## config.mk

```make
export PLATFORM = sky130hd
export DESIGN_NAME = registro_barcos
export DESIGN_NICKNAME = d
export VERILOG_FILES = /design/src/rtl/registro_barcos.sv
export SDC_FILE = /design/constraint.sdc
export NUM_CORES = 1
export LEC_CHECK = 0
export ABC_AREA = 1
export CORE_MARGIN = 3
export CORE_UTILIZATION = 46
export CTS_CLUSTER_DIAMETER = 100
export DETAILED_ROUTE_END_ITERATION = 16
export GPL_TIMING_DRIVEN = 0
export PLACE_DENSITY = 0.74
export REMOVE_ABC_BUFFERS = 1
export SYNTH_ARGS = -nofsm -noshare
export SYNTH_HDL_FRONTEND = slang
export SYNTH_SLANG_ARGS = --single-unit
```

## constraint.sdc

```tcl
create_clock -name clk -period 1.8 [get_ports clk]
set_input_delay 0.18 -clock clk [delete_from_list [all_inputs] [get_ports clk]]
set_output_delay 0.18 -clock clk [all_outputs]
set_load 0.02 [all_outputs]
```

## src/rtl/registro_barcos.sv

```systemverilog
// Ship-status register bank: one 5-bit afloat mask per ship. A rising edge on
// setter clears the bank, then loads the default fleet one ship per clock.
module registro_barcos #(
  parameter int unsigned numBarcos = 5
) (
  input  logic       clk,
  input  logic       rst,
  input  logic       setter,
  output logic [4:0] barcos [0:numBarcos-1]
);

  localparam int unsigned IdxW = (numBarcos > 1) ? $clog2(numBarcos) : 1;
  localparam logic [IdxW-1:0] LastIdx = IdxW'(numBarcos - 1);

  typedef enum logic [1:0] {
    StIdle,
    StLoad,
    StDone
  } state_e;

  state_e          state_q, state_d;
  logic [IdxW-1:0] idx_q, idx_d;
  logic            setter_q;
  logic            start;
  logic            clear_all;
  logic            load_en;
  logic [4:0]      barcos_q [0:numBarcos-1];

  // Ship k is k+1 segments long, saturating at a full 5-segment hull.
  function automatic logic [4:0] mask_of(input int unsigned k);
    if (k >= 4) begin
      return 5'b11111;
    end
    return 5'((32'd1 << (k + 1)) - 32'd1);
  endfunction

  assign start = setter & ~setter_q;

  // Next-state and bank control; start is only honoured outside LOAD.
  always_comb begin
    state_d   = state_q;
    idx_d     = idx_q;
    clear_all = 1'b0;
    load_en   = 1'b0;
    case (state_q)
      StIdle, StDone: begin
        if (start) begin
          clear_all = 1'b1;
          idx_d     = '0;
          state_d   = StLoad;
        end
      end
      StLoad: begin
        load_en = 1'b1;
        if (idx_q == LastIdx) begin
          idx_d   = '0;
          state_d = StDone;
        end else begin
          idx_d = idx_q + 1'b1;
        end
      end
      default: state_d = StIdle;
    endcase
  end

  // State, edge detector and ship bank; reset wipes everything asynchronously.
  always_ff @(posedge clk or negedge rst) begin
    if (!rst) begin
      state_q  <= StIdle;
      idx_q    <= '0;
      setter_q <= 1'b0;
      for (int i = 0; i < int'(numBarcos); i++) begin
        barcos_q[i] <= '0;
      end
    end else begin
      state_q  <= state_d;
      idx_q    <= idx_d;
      setter_q <= setter;
      if (clear_all) begin
        for (int i = 0; i < int'(numBarcos); i++) begin
          barcos_q[i] <= '0;
        end
      end else if (load_en) begin
        barcos_q[idx_q] <= mask_of(int'(idx_q));
      end
    end
  end

  assign barcos = barcos_q;

endmodule

```

==> impl_results.md <==
- Antenna violations before repair: 0
- RD Place Congestion: 0.7982
- # IOs: 28
- Slew HR: 0.5477
- Area grow syn2layout: 30.74%
- Initial Util: 0.5108
- CTS Sinks: 31
- Grt peak-use layer: met2
- Largest buffer count on any clock path: 2
- F_max: 0.5987 GHz
- Arrival time at the worst endpoint: 1.90 ns
- Largest net degree at the start of global routing: 32
- Leakage Power: 1.013 nW
- Slew of the pin with the lowest slew margin: 0.6784 ns
- DR WL/cell: 12.10 microns
- CTS tree: done
- Final worst-path cycle share: 0.9279
- Placed cell areas: 0.001788 sq mm
- GRT met2 Usage: 0.2850
- Root Buffer: clkbuf_4
- Share of cells above drive strength 1: 0.1887
- Vias: 1239
- Vias per inst: 4.878
- Pwr Density: 1955 mW/mm^2
- Iteration-0 DRC Markers: 61
- Die Width: 62.75 microns
- Hold Path Cell Cnt: 1
- Status: finished clean
- First-pass GRT wire length: 5223 microns
- CP max FO: 6
- Final Max Tran Viols: 0
- Drt first pass iters: 7
- Peak supply drop: 0.9852 mV
- R2R Setup Slk: 0.13 ns
- Routed WL: 3073 microns
- Row cnt: 19
- Setup Skew: 0.007110 ns
- Final hold vios: 0
- H-Tree Depth: 2
- Fin worst setup slack: 0.1299 ns
- Core box area: 0.002900 sq mm
- Syn Inst Count: 175
- Critical path required time: 2.03 ns
- Crit. End Element: flop
- Area of the die: 0.003938 sq mm
- Vias in the first global route: 1179
- Distinct cells, synth: 21
- Yosys warns: 0
- GRT overflow: 0
- Final setup viols: 0
- Finished Core Util: 0.6678
- Worst Setup Start Kind: flop
- Post-synthesis register bit count: 31
- Avg Synthesized Cell Area: 8.465 sq um
- Ant. Diodes: 0
- Die height: 62.75 microns
- R2R cell count: 10
- Minimum clock period: 1.670 ns
- CTS buffer count: 5
- Setup Crit Path Kind: reg2reg
- Worst min-delay path class: in2reg
- ANT nets after route: 0
- Max_cap viols: 0
- Fin area: 0.001937 sq mm
- Number of remaining DRC errors: 0
- Port bufs: 27
- GRT Total Usage: 0.1706
- Post-Place Setup Slack: -0.09627 ns
- GRT met3 Usage: 0.05216
- Detailed placement HPWL: 2145 microns
- Clock transition at the registers of the reported paths: 0.10 ns
- Seq/Total Area, Yosys: 0.5236
- M1 GR Usage: 0.1988
- Cell Area, Synth: 0.001481 sq mm
- Layout net count: 220
- Skew-Pair Late Insertion Delay: 0.33 ns
- Tot Pwr: 3.786 mW
-- repair_timing --
item                                   in CTS  in global routing
cloned                                      0                  0
endpoints found under the hold margin       0                 31
resized for setup                           3                 10
setup endpoints to repair                  10                 10
pin swaps                                   0                  1
hold buffers                                0                  1
buffers inserted                            3                  0
-- synthesized netlist by cell type --
| master | instances | area, sq um |
|---|---|---|
| a21oi_2 | 1 | 8.760 |
| buf_2 | 1 | 5.000 |
| buf_6 | 1 | 11.26 |
| dfrtp_1 | 31 | 775.7 |
| ha_1 | 6 | 75.07 |
| inv_1 | 15 | 56.30 |
| inv_2 | 3 | 11.26 |
| inv_4 | 2 | 12.51 |
| nand2_1 | 73 | 274.0 |
| nand2_2 | 2 | 12.51 |
| nand2_4 | 2 | 22.52 |
| nand3_1 | 7 | 35.03 |
| nand3_2 | 4 | 40.04 |
| nand4_1 | 1 | 6.260 |
| nor2_1 | 9 | 33.78 |
| nor2_2 | 2 | 12.51 |
| nor2_4 | 1 | 11.26 |
| o211ai_1 | 1 | 7.510 |
| o21ai_0 | 11 | 55.05 |
| o21ai_2 | 1 | 8.760 |
| o22ai_1 | 1 | 6.260 |
-- report_power, final --
part	total [mW]	switching, mW	internal [mW]
Clock	0.564	0.236	0.328
Sequential	1.15	0.178	0.974
Combinational	2.07	1.23	0.837
Total	3.79	1.65	2.14
-- cell families after synthesis --
kind of cell,count (synthesis),synth area share
adder cells (fa/ha/maj),6,0.05067
buffers and inverters,22,0.06503
AO/OA/AOI/OAI,15,0.05828
AND/OR/NAND/NOR,101,0.3024
flip-flops,31,0.5236
-- per-stage QoR --
stage,std cells,hold slack (ns),TNS [ns]
floorplan,173,-0.1156,0
global placement,242,0.4548,-0.1156
detailed placement,242,0.4638,-0.5507
CTS,253,0.2988,0
global route,254,0.2855,-0.04064
finish,254,0.3103,0
-- final timing paths --
path,from,endpoint
max in group asynchronous,rst,idx_q[1]$_DFFE_PN0P_
min,setter,setter_q$_DFF_PN0_
max,idx_q[0]$_DFFE_PN0P_,barcos[12]$_DFFE_PN0P_
min in group asynchronous,rst,barcos[11]$_DFFE_PN0P_
max reg2reg,idx_q[0]$_DFFE_PN0P_,barcos[12]$_DFFE_PN0P_
min reg2reg,barcos[1]$_DFFE_PN0P_,barcos[1]$_DFFE_PN0P_
-- layer usage --
layer,up-vias,share of wire
li1,614,-
met1,585,0.43
met2,34,0.51
met3,6,0.047
met4,0,0.014
met5,-,0
-- cell type report --
| type | count | area, sq um |
|---|---|---|
| Clock buffer | 6 | 51.30 |
| Timing Repair Buffer | 31 | 297.8 |
| Tap cell | 42 | 52.55 |
| Multi-Input combinational cell | 122 | 640.6 |
| Fill cell | 256 | 963.4 |
| Sequential cell | 31 | 779.5 |
| Inverter | 20 | 80.08 |
| Clock inverter | 2 | 35.03 |
-- worst max-delay path, cell delays in order (launching register included) --
cell,delay [ns]
dfrtp_2,0.44
ha_2,0.21
nand2_2,0.11
nand2_8,0.09
nand3_4,0.08
ha_2,0.20
inv_2,0.06
a21oi_2,0.14
o21ai_2,0.11
nand2_1,0.08
nand2_1,0.04
-- state kept, by name (all words and copies together), names as in the netlist --
name and flops:
barcos 25, idx_q 3, setter_q 1, state_q 2
-- cell usage in the layout, fill, tap and decap left out, types with 3 or more instances in the layout --
master / synthesis / routed
o21ai_0: 11 / 10
nand2_2: 2 / 3
ha_1: 6 / 3
buf_4: 0 / 3
inv_2: 3 / 5
dfrtp_2: 0 / 3
nor2_1: 9 / 9
nand3_2: 4 / 4
dfrtp_1: 31 / 28
nand3_1: 7 / 6
nand2_1: 73 / 72
ha_2: 0 / 3
inv_1: 15 / 13
clkbuf_4: 0 / 5
clkdlybuf4s50_1: 0 / 26
No activity file was read; power rests on OpenSTA's default activity.
